### config.mk
export PLATFORM = sky130hd
export DESIGN_NAME = pa_dcache_dirty_ctrl
export DESIGN_NICKNAME = d
export VERILOG_FILES = /design/src/rtl/pa_dcache_dirty_ctrl.sv
export SDC_FILE = /design/constraint.sdc
export NUM_CORES = 1
export LEC_CHECK = 0
export CAP_MARGIN = 20
export CORE_ASPECT_RATIO = 0.75
export CORE_MARGIN = 1
export CORE_UTILIZATION = 55
export DETAILED_ROUTE_END_ITERATION = 12
export DONT_BUFFER_PORTS = 1
export PLACE_DENSITY = 0.71
export SYNTH_ARGS = -nofsm -noshare
export SYNTH_HDL_FRONTEND = slang
export SYNTH_SLANG_ARGS = --single-unit
### constraint.sdc
create_clock -name forever_cpuclk -period 1.9 [get_ports forever_cpuclk]
set_input_delay 0.38 -clock forever_cpuclk [delete_from_list [all_inputs] [get_ports forever_cpuclk]]
set_output_delay 0.38 -clock forever_cpuclk [all_outputs]
set_load 0.05 [all_outputs]
### src/rtl/pa_dcache_dirty_ctrl.sv
// Dirty-bit SRAM access controller: arbitrates refill and store-hit writes with a
// clean-all walker that reads each index, hands dirty ways to writeback and clears them.
module pa_dcache_dirty_ctrl #(
  parameter int IDX_WIDTH = 10,
  parameter int INDEX_NUM = 256
) (
  input  logic                 forever_cpuclk,
  input  logic                 cpurst,
  input  logic                 rf_req,
  input  logic [IDX_WIDTH-1:0] rf_idx,
  input  logic [3:0]           rf_way,
  input  logic                 rf_dirty,
  input  logic                 st_req,
  input  logic [IDX_WIDTH-1:0] st_idx,
  input  logic [3:0]           st_way,
  output logic                 st_grant,
  input  logic                 flush_start,
  output logic                 flush_busy,
  output logic                 flush_done,
  output logic                 wb_req,
  output logic [IDX_WIDTH-1:0] wb_idx,
  output logic [3:0]           wb_way,
  input  logic                 wb_ack,
  output logic                 dirty_clk_en,
  output logic                 dirty_cen,
  output logic                 dirty_gwen,
  output logic [3:0]           dirty_wen,
  output logic [3:0]           dirty_din,
  output logic [IDX_WIDTH-1:0] dirty_idx,
  input  logic [3:0]           dirty_dout
);

  typedef enum logic [2:0] {
    S_IDLE, S_RD, S_CHK, S_WB, S_CLR, S_NEXT, S_DONE
  } state_t;

  state_t               state, state_nxt;
  logic [IDX_WIDTH-1:0] cnt, cnt_nxt;
  logic [IDX_WIDTH-1:0] wb_idx_nxt;
  logic [3:0]           wb_way_nxt;
  logic                 wb_req_nxt;
  logic                 busy_nxt;
  logic                 done_nxt;
  logic                 restart, restart_nxt;
  logic                 rd_capture;
  logic                 walker_slot;
  logic                 hazard;
  logic                 last_idx;

  assign walker_slot = ~rf_req & ~st_req;
  // Only the write that actually reaches the array can disturb the walker's snapshot.
  assign hazard      = rf_req ? (rf_idx == cnt) : (st_req & (st_idx == cnt));
  assign last_idx    = (cnt == IDX_WIDTH'(INDEX_NUM - 1));

  always_comb begin
    dirty_cen  = 1'b1;
    dirty_gwen = 1'b1;
    dirty_wen  = 4'hF;
    dirty_din  = 4'h0;
    dirty_idx  = '0;
    st_grant   = 1'b0;
    if (rf_req) begin
      dirty_cen  = 1'b0;
      dirty_gwen = 1'b0;
      dirty_wen  = ~rf_way;
      dirty_din  = {4{rf_dirty}};
      dirty_idx  = rf_idx;
    end else if (st_req) begin
      st_grant   = 1'b1;
      dirty_cen  = 1'b0;
      dirty_gwen = 1'b0;
      dirty_wen  = ~st_way;
      dirty_din  = 4'hF;
      dirty_idx  = st_idx;
    end else if (state == S_RD) begin
      dirty_cen  = 1'b0;
      dirty_idx  = cnt;
    end else if (state == S_CLR) begin
      dirty_cen  = 1'b0;
      dirty_gwen = 1'b0;
      dirty_wen  = ~wb_way;
      dirty_idx  = cnt;
    end
  end

  // The gated array clock must also tick in the cycle after a read so Q is captured.
  assign dirty_clk_en = ~dirty_cen | rd_capture;

  always_comb begin
    state_nxt   = state;
    cnt_nxt     = cnt;
    restart_nxt = restart;
    wb_req_nxt  = wb_req;
    wb_idx_nxt  = wb_idx;
    wb_way_nxt  = wb_way;
    busy_nxt    = flush_busy;
    done_nxt    = 1'b0;
    case (state)
      S_IDLE: begin
        if (flush_start) begin
          state_nxt   = S_RD;
          cnt_nxt     = '0;
          busy_nxt    = 1'b1;
          restart_nxt = 1'b0;
        end
      end
      S_RD: begin
        if (walker_slot) state_nxt = S_CHK;
      end
      S_CHK: begin
        if (hazard) begin
          state_nxt = S_RD;
        end else if (dirty_dout == 4'h0) begin
          state_nxt = S_NEXT;
        end else begin
          wb_req_nxt  = 1'b1;
          wb_idx_nxt  = cnt;
          wb_way_nxt  = dirty_dout;
          restart_nxt = 1'b0;
          state_nxt   = S_WB;
        end
      end
      S_WB: begin
        if (hazard) restart_nxt = 1'b1;
        if (wb_ack) begin
          wb_req_nxt = 1'b0;
          state_nxt  = S_CLR;
        end
      end
      S_CLR: begin
        // A preempting write to this index is re-examined after the clear lands.
        if (walker_slot) begin
          wb_idx_nxt  = '0;
          wb_way_nxt  = 4'h0;
          restart_nxt = 1'b0;
          state_nxt   = restart ? S_RD : S_NEXT;
        end else if (hazard) begin
          restart_nxt = 1'b1;
        end
      end
      S_NEXT: begin
        if (last_idx) begin
          state_nxt = S_DONE;
          busy_nxt  = 1'b0;
          done_nxt  = 1'b1;
        end else begin
          cnt_nxt   = cnt + IDX_WIDTH'(1);
          state_nxt = S_RD;
        end
      end
      S_DONE: begin
        cnt_nxt   = '0;
        state_nxt = S_IDLE;
      end
      default: state_nxt = S_IDLE;
    endcase
  end

  always_ff @(posedge forever_cpuclk or posedge cpurst) begin
    if (cpurst) begin
      state      <= S_IDLE;
      cnt        <= '0;
      restart    <= 1'b0;
      rd_capture <= 1'b0;
      wb_req     <= 1'b0;
      wb_idx     <= '0;
      wb_way     <= 4'h0;
      flush_busy <= 1'b0;
      flush_done <= 1'b0;
    end else begin
      state      <= state_nxt;
      cnt        <= cnt_nxt;
      restart    <= restart_nxt;
      rd_capture <= (state == S_RD) & walker_slot;
      wb_req     <= wb_req_nxt;
      wb_idx     <= wb_idx_nxt;
      wb_way     <= wb_way_nxt;
      flush_busy <= busy_nxt;
      flush_done <= done_nxt;
    end
  end

endmodule

* Word-level counts from Yosys, hierarchy flattened
Cells that the tools add are included.
** Operators by class
- Equality and inequality tests :: 17
- Add/subtract/negate cells :: 1
- Multiplexer cells :: 55
- Bitwise operators :: 10
- Reduce and logical (&&, ||, !) cells :: 13
** Operator list (number)
- two-way mux 10 bit :: 9
- two-way mux 4 bit :: 9
- case mux 10 bit (3 select lines) :: 1
- two-way mux 3 bit :: 8
- two-way mux 1 bit :: 22
- == test 10 bit :: 2
- case mux 10 bit (2 select lines) :: 1
- case mux 3 bit (6 select lines) :: 1
- != test 2 bit, second input constant :: 8
- AND reduction 4 bit :: 4
- inverter 4 bit :: 3
- adder 10 x 1 -> 10 bit, second input constant :: 1
- == test 10 x 8 -> 1 bit, second input constant :: 1
- == test 3 bit, second input constant :: 3
- case mux 4 bit (2 select lines) :: 1
- == test 3 x 2 -> 1 bit, second input constant :: 2
- AND reduction 3 bit :: 2
- nonzero test 2 bit :: 3
- logical NOT 4 bit :: 1
- case mux 1 bit (2 select lines) :: 2
- case mux 1 bit (4 select lines) :: 1
- nonzero test 4 bit :: 1
- bitwise AND 1 bit :: 3
- == test 3 x 1 -> 1 bit, second input constant :: 1
- other kinds (4) :: 6
** Storage, ports and cells
- Register bits :: 32
- Logic and storage cells :: 105
- Output and inout port bits :: 39
- Bits of input ports :: 39

* Depth between registers and ports, before layout
Gate-level depths: netlist (run 1).
- Word-level depth :: 7
- Depth in mapped cells :: 7
- Mapped depth without buffers :: 6

* Worst setup path before layout (run 1)
OpenSTA, ideal clock, no wires.
- Path kind :: input-to-output
- Start point :: input port st_req
- End point :: output port dirty_din[1]
- Setup slack :: -391 ps
- Cell stages on the path :: 3
- Required time :: 1520 ps
- Buffers on the path :: 1
- Arrival :: 1911 ps
- Path through :: nor2b_1 > a21o_1 > buf_4
** Between the ends
- Cells in the longest elaborated chain, start to end :: 2
** RTL lines
- start, declared :: RTL line 13 : input logic st_req,
- two-way mux 4 bit :: RTL line 68 : end else if (st_req) begin
- two-way mux 4 bit :: RTL line 62 : if (rf_req) begin
- end, declared :: RTL line 28 : output logic [3:0] dirty_din,
Every way passes these cells.

* Worst setup path after layout (run 1)
- Start point :: register state[2]
- End point :: output port dirty_wen[2]
** Between the ends
- Cells in the longest elaborated chain, start to end :: 5
- Elaborated cells between the ends (all ways) :: 6
- Those cells by class :: eq/ne: 2; mux: 4
** RTL lines
- start, declared :: RTL line 37 : state_t state, state_nxt;
- start signal, assigned :: RTL line 171 : state <= state_nxt;
- == test 3 bit :: RTL line 78 : end else if (state == S_CLR) begin
- two-way mux 4 bit :: RTL line 78
- two-way mux 4 bit * :: RTL line 75 : end else if (state == S_RD) begin
- two-way mux 4 bit * :: RTL line 68
- two-way mux 4 bit * :: RTL line 62
- end, declared :: RTL line 27 : output logic [3:0] dirty_wen,
Mark *: on every way between the ends. The rest lies on a longest branch, timed or not.

==> metrics.md, run 1 <==
| Metric | Value |
|---|---|
| Placement row count | `19` |
| Syn nets | `around 310` |
| Arrival @ worst endpoint | `between 1500 and 2000 ps` |
| GRT Util Overall | `around 30%` |
| Power per cell area | `roughly 1200 nW/um2` |
| Area delta synth->final | `36.4%` |
| Vias in the first global route | `slightly below 2000` |
| Iter 0 DRT Violations | `around 120` |
| Post-synthesis xor/xnor area fraction | `under 10%` |
| Reg-to-reg setup timing slack | `-70 ps` |
| # IOs | `78` |
| Slew @ Worst Pin | `just over 500 ps` |
| Maximum operating frequency | `slightly below 500 MHz` |
| CTS root buffer | `clkbuf_8` |
| Complex-gate fraction of the synthesized area | `between 15 and 20%` |
| Die area | `between 4000 and 5000 um2` |
| Layout cells sized above 1 | `between 30% and 40%` |
| Core Area | `3800 um2` |
| Post-synth EDFFs | `0` |
| Area of placed instances | `2740 um2` |
| Initial antenna violation count | `0` |
| Netlist cell types | `46` |
| Simple-Gate Fraction of Synth Area | `between 20% and 30%` |
| RSZ-0062 raised after global routing | `true` |
| Setup TNS Final | `-2000 ps` |
| DRC | `0` |
| Port bufs | `0` |
| Initial Util | `between 60% and 70%` |
| Mux share of post-synthesis cell area | `under 10%` |
| Max Cap Viol | `0` |
| Crit path max fanout | `8` |
| Skew-Pair Late Insertion Delay | `290 ps` |
| Post-route design area | `just over 3000 um2` |
| Routability cong. | `roughly 0.9` |
| Synth Warn # | `0` |
| Endpoint type of the worst setup path | `output port` |
| TritonCTS clock tree | `done` |
| Hold Path Class | `input port to async pin` |
| Most frequent cells in the layout | `37 x nand2_1, 32 x buf_4, 28 x dfrtp_1` |
| Reg area | `approximately 800 um2` |
| Final cell count without fillers | `about 360` |
| CTS max path bufs | `2` |
| Post-Syn Area | `approximately 2300 um2` |
| Die Wd | `~76 um` |
| Worst slew margin | `65.5%` |
| Final Core Density | `about four fifths` |
| Post-synthesis cell count | `272` |
| Final setup viols | `29` |
| Final min period | `between 2000 and 2500 ps` |
| Post-synth ARST share | `between 90% and 100%` |
| Final net count | `344` |
| Required @ worst endpoint | `1520 ps` |
| Pin count of the biggest net entering global routing | `34` |
| Final worst-path setup slack | `-127 ps` |
| Fillers | `229` |
| Num CTS Buffers | `5` |
| Count of clock tree sinks | `32` |
| Pre-antenna DRT Iters | `4` |
| Status | `finished with violations` |
| CP Launch Type | `flop` |
| Seq cells post-synth | `32` |
| Routed wire per std cell | `18.2 um` |
| Gr ovfl total | `0` |
| Final wirelength | `6490 um` |
| Commonest non-fill, non-tap cell in the layout | `nand2_1` |
| Area taken by multi-input logic gates | `between 1000 and 1500 um2` |
| Clock transition at path regs | `70 ps` |
| Die height | `57.8 um` |
| Vias per cell | `5.96` |
| Fin. max-slew vios | `0` |
| CTS HTree Levels | `2` |
| Number of diodes | `0` |
| Number of cells in the design after placement | `between 300 and 400` |
| Adder-Cell Fraction of Synth Area | `0.548%` |
| Largest family of logic cells by synthesized area | `simple AND/OR/NAND/NOR gates` |
| Syn_area_per_cell | `8.40 um2` |
| Crit share post-route | `107%` |
| Failing checks | `negative setup slack` |
| Worst vdd ir | `about 1000 uV` |
| WS Path Type | `flop to output port` |
| Pwr Total | `between 3 and 4 mW` |
| Leakage | `approximately 1.3 nW` |
| Share of the yosys chip area belonging to registers | `35.1%` |
| Post-synth top flop | `dfrtp_1` |
| DP Wirelength | `4350 um` |
| Hold Vio Cnt, Final | `0` |
| First-pass GRT wire length | `about 9900 um` |
| Clock skew | `between 9 and 10 ps` |
| Post-DRT Antenna Nets | `0` |
| Post-CTS Hold Buffers | `0` |
| Via count | `between 2000 and 2500` |
-- critical path, cell delays in order (launching register included) --
cell and delay (ps):
dfrtp_1 410, buf_4 150, buf_6 130, nand2b_4 80
nor2_4 50, nand3b_1 120, a21oi_2 90, a21oi_4 320
-- what timing repair did --
action                     in CTS  in global routing
setup endpoints to repair      16                 32
cloned                          0                  1
pin swaps                       1                 15
buffers inserted                1                  8
gates resized for setup        14                 24
-- per-stage QoR --
| stage | hold slack, ps | setup WS (ps) |
|---|---|---|
| after floorplan | 490 | -147 |
| after global placement | 380 | -5.02 |
| after detailed placement | 384 | -81.4 |
| after CTS | 61.5 | -122 |
| after global routing | 81.2 | -204 |
| final | 51.9 | -127 |
-- final timing paths --
path	from	to	cells after the start
max in group asynchronous	cpurst	state[1]	2
worst max-delay path	state[2]	dirty_wen[2]	7
min in group forever_cpuclk	dirty_dout[1]	wb_way[1]	2
worst min-delay path	cpurst	wb_way[3]	2
worst max register to register	state[2]	wb_idx[3]	8
worst min register to register	state[1]	rd_capture	1
-- report_power, final --
part / total (mW) / internal [mW] / leakage (nW) / switching, mW
Clock: 0.641 / 0.389 / 0.0552 / 0.253
Combinational: 1.93 / 0.841 / 0.779 / 1.09
Sequential: 1.03 / 0.804 / 0.419 / 0.223
-- Yosys cell counts, types with 2 or more instances --
| cell | n | area share [%] |
|---|---|---|
| nand3_1 | 8 | 1.8 |
| nor3_2 | 3 | 1.3 |
| nand3b_1 | 6 | 2.0 |
| buf_2 | 5 | 1.1 |
| nand2b_1 | 2 | 0.55 |
| clkbuf_1 | 6 | 0.99 |
| a21o_1 | 3 | 0.99 |
| nand4_1 | 5 | 1.4 |
| nor3_1 | 2 | 0.44 |
| dfrtp_1 | 32 | 35 |
| xnor2_1 | 25 | 9.6 |
| nor2_1 | 14 | 2.3 |
| inv_2 | 4 | 0.66 |
| mux2i_1 | 15 | 6.6 |
| o21ai_1 | 17 | 3.7 |
| nand2_1 | 37 | 6.1 |
| a21oi_1 | 12 | 2.6 |
| nor4_1 | 3 | 0.82 |
| buf_4 | 12 | 3.9 |
| inv_1 | 17 | 2.8 |
| or3_1 | 5 | 1.4 |
| o21ai_0 | 6 | 1.3 |
| a22oi_1 | 10 | 3.3 |
-- sequential cells by signal, summed over array words and instances, names as in the netlist --
register / flops
flush_busy: 1
wb_way: 4
wb_idx: 10
wb_req: 1
state: 3
flush_done: 1
restart: 1
rd_capture: 1
cnt: 10
-- cell type report --
class,instances,area share [%]
Timing Repair Buffer,49,18.1
Multi-Input combinational cell,195,48.0
Sequential cell,32,25.9
Clock buffer,6,2.33
Clock inverter,2,1.12
Tap cell,52,2.09
Inverter,21,2.53
-- per-layer routing --
layer,vias to the layer above,routed length (um),track usage (%)
met3,17,596,9.13
met5,-,0,0
met1,1006,2840,42.2
met2,113,2940,43.0
li1,992,-,-
met4,0,110,7.42
-- cell families (layout without fill, tap and decap cells) --
logic type / count (synthesis) / count (layout)
AND/OR/NAND/NOR: 95 / 95
XOR/XNOR: 26 / 26
flip-flops: 32 / 32
buffers and inverters: 45 / 78
adder cells (fa/ha/maj): 1 / 1
multiplexers: 15 / 15
AO/OA/AOI/OAI: 58 / 58
(Power assumes the default switching activity.)
==> run 2: changes to the inputs <==
SKIP_LAST_GASP = 1   (was default)
==> run 2 against run 1 <==
  * The run still ends with negative setup slack left
  * Global-route usage is the same
  * Cell count is the same
  * Flip-flop and latch count is the same
  * Hold slack gained 4.0 ps
  * Fmax shrank 0.25%
  * Die area is the same
  * Clock skew grew 0.77 ps
  * Power shrank 0.52%
  * Critical path depth shrank 1
  * Largest cell class unchanged
==> metrics.md, run 2 (same netlist as run 1, synthesis figures left out) <==
| Metric | Value |
|---|---|
| Status | `finished with violations` |
| Failing checks | `negative setup slack` |
| Power per cell area | `1160 nW/um2 (+0.12%)` |
| First-pass GRT wire length | `9880 um (unchanged)` |
| DP Wirelength | `4350 um (unchanged)` |
| Die height | `57.8 um (unchanged)` |
| GRT Util Overall | `29.3% (unchanged)` |
| Commonest non-fill, non-tap cell in the layout | `nand2_1` |
| Routability cong. | `0.912 (unchanged)` |
| Pin count of the biggest net entering global routing | `34 (unchanged)` |
| Placement row count | `19 (unchanged)` |
| Max Cap Viol | `0 (unchanged)` |
| Final min period | `2030 ps (+5.00 ps)` |
| Hold Vio Cnt, Final | `0 (unchanged)` |
| Final setup viols | `26 (-10%)` |
| Core Area | `3800 um2 (unchanged)` |
| Switching Power | `1.55 mW (-0.93%)` |
| Final wirelength | `6300 um (-2.9%)` |
| Post-DRT Antenna Nets | `0 (unchanged)` |
| RSZ-0062 raised after global routing | `true` |
| Die area | `4420 um2 (unchanged)` |
| Fin. max-slew vios | `0 (unchanged)` |
| Pre-antenna DRT Iters | `5 (+1)` |
| Layout cells sized above 1 | `34.8% (-1.3 points)` |
| Arrival @ worst endpoint | `1650 ps (about the same)` |
| Skew-Pair Late Insertion Delay | `290 ps (about the same)` |
| Int Power | `2.03 mW (-0.21%)` |
| Most frequent cells in the layout | `37 x nand2_1, 32 x buf_4, 28 x dfrtp_1` |
| CTS max path bufs | `2 (unchanged)` |
| Final net count | `344 (unchanged)` |
| Initial Util | `60.0% (unchanged)` |
| CTS root buffer | `clkbuf_8` |
| # IOs | `78 (unchanged)` |
| Sw Ratio | `43.2% (-0.18 points)` |
| Worst slew margin | `65.2% (-0.32 points)` |
| WS Path Type | `flop to output port` |
| Slew @ Worst Pin | `521 ps (+3.53 ps)` |
| Gr ovfl total | `0 (unchanged)` |
| Hold Path Class | `input port to async pin` |
| Vias per cell | `5.94 (-0.42%)` |
| Number of cells in the design after placement | `339 (unchanged)` |
| Area delta synth->final | `35.6%` |
| Routed wire per std cell | `17.7 um (-2.9%)` |
| DRC | `0 (unchanged)` |
| Final worst-path setup slack | `-132 ps (-5.00 ps)` |
| Initial antenna violation count | `0 (unchanged)` |
| Post-route design area | `3100 um2 (-0.64%)` |
| Die Wd | `76.4 um (unchanged)` |
| Clock skew | `9.96 ps (+0.765 ps)` |
| TritonCTS clock tree | `done` |
| Top Registers | `cnt x10, wb_idx x10, wb_way x4` |
| Worst vdd ir | `1040 uV (-0.15%)` |
| Vias in the first global route | `1954 (unchanged)` |
| Leakage | `1.25 nW (-0.11%)` |
| CTS HTree Levels | `2 (unchanged)` |
| Part of the power in registers | `28.6% (about the same)` |
| CP Launch Type | `flop` |
| Count of clock tree sinks | `32 (unchanged)` |
| Port bufs | `0 (unchanged)` |
| Maximum operating frequency | `492 MHz (-0.25%)` |
| Num CTS Buffers | `5 (unchanged)` |
| Via count | `2119 (-0.42%)` |
| Final cell count without fillers | `357 (unchanged)` |
| Endpoint type of the worst setup path | `output port` |
| Crit path max fanout | `10 (+2)` |
| Clock transition at path regs | `70 ps (about the same)` |
| Clock power frac | `17.8% (about the same)` |
| Number of diodes | `0 (unchanged)` |
| Combinational power share | `53.5% (about the same)` |
| Area of placed instances | `2740 um2 (unchanged)` |
| Pwr Total | `3.58 mW (-0.52%)` |
| Iter 0 DRT Violations | `96 (-17%)` |
| Required @ worst endpoint | `1520 ps (about the same)` |
| Crit share post-route | `107% (+0.26 points)` |
==> run 2: cell counts in the layout (fill, tap and decap cells not counted) <==
Identical to the previous run, type by type.
==> run 2: cell type report <==
| class | count | area (um2) |
|---|---|---|
| Multi-Input combinational cell | 195 | 1480 |
| Sequential cell | 32 | 806 |
| Fill cell | 235 | 708 |
| Timing Repair Buffer | 49 | 563 |
| Inverter | 21 | 78.8 |
| Clock buffer | 6 | 72.6 |
| Tap cell | 52 | 65.1 |
| Clock inverter | 2 | 35.0 |
==> run 2: power groups by stage <==
stage | clock network [mW] | logic, mW | registers (mW)
6_report | 0.638 | 1.91 | 1.02
5_1_grt | 0.678 | 2.03 | 1.04
4_1_cts | 0.647 | 1.65 | 1.01
3_5_place_dp | 0 | 1.54 | 1.01
3_3_place_gp | 0 | 1.53 | 1.01
2_1_floorplan | 0 | 1.01 | 1.13
==> run 2: final timing paths <==
path	cells after the start	slack [ps]	endpoint	from
min in group forever_cpuclk	2	210	wb_way[1]	dirty_dout[1]
max in group asynchronous	2	1520	state[1]	cpurst
min reg2reg	1	540	rd_capture	state[1]
max	6	-130	dirty_idx[3]	state[2]
max reg2reg	8	-50	wb_idx[3]	state[2]
min	2	60	wb_way[3]	cpurst
==> run 2: worst max-delay path: stages (launching register included) <==
cell and delay, ps:
dfrtp_1 410, xnor2_2 270, nor3_4 70, buf_12 140, a22oi_1 240, o21ai_4 90
buf_12 150
==> run 2: metrics by stage <==
stage,hold slack [ps],worst slack (ps),setup TNS (ps),utilization (%)
2_1_floorplan,490,-147,-1210,-
3_5_place_dp,384,-81.4,-470,71.9
3_3_place_gp,380,-5.02,-8.05,71.9
6_report,55.9,-132,-1700,81.4
5_1_grt,81.2,-206,-3570,81.4
4_1_cts,61.5,-122,-1590,77.3
==> run 2: layer usage <==
layer	GRT usage (%)	wire length, um	vias up	share of wire, %
met5	0	0	-	0
met4	7.42	82	0	1.3
met3	9.13	612	11	9.7
met2	43.0	2830	119	45
met1	42.2	2770	999	44
li1	-	-	990	-
==> run 2: what timing repair did <==
item / 4_1_cts / 5_1_grt
hold buffers: 0 / 0
setup endpoints to repair: 16 / 32
pin swaps: 1 / 15
buffers inserted: 1 / 8
gates cloned: 0 / 1
resized for setup: 14 / 20
==> run 3: changes to the inputs <==
SKIP_LAST_GASP = default   (was 1)
==> results of run 3 <==
No change in the layout: final DEF, timing and power equal those of run 1.
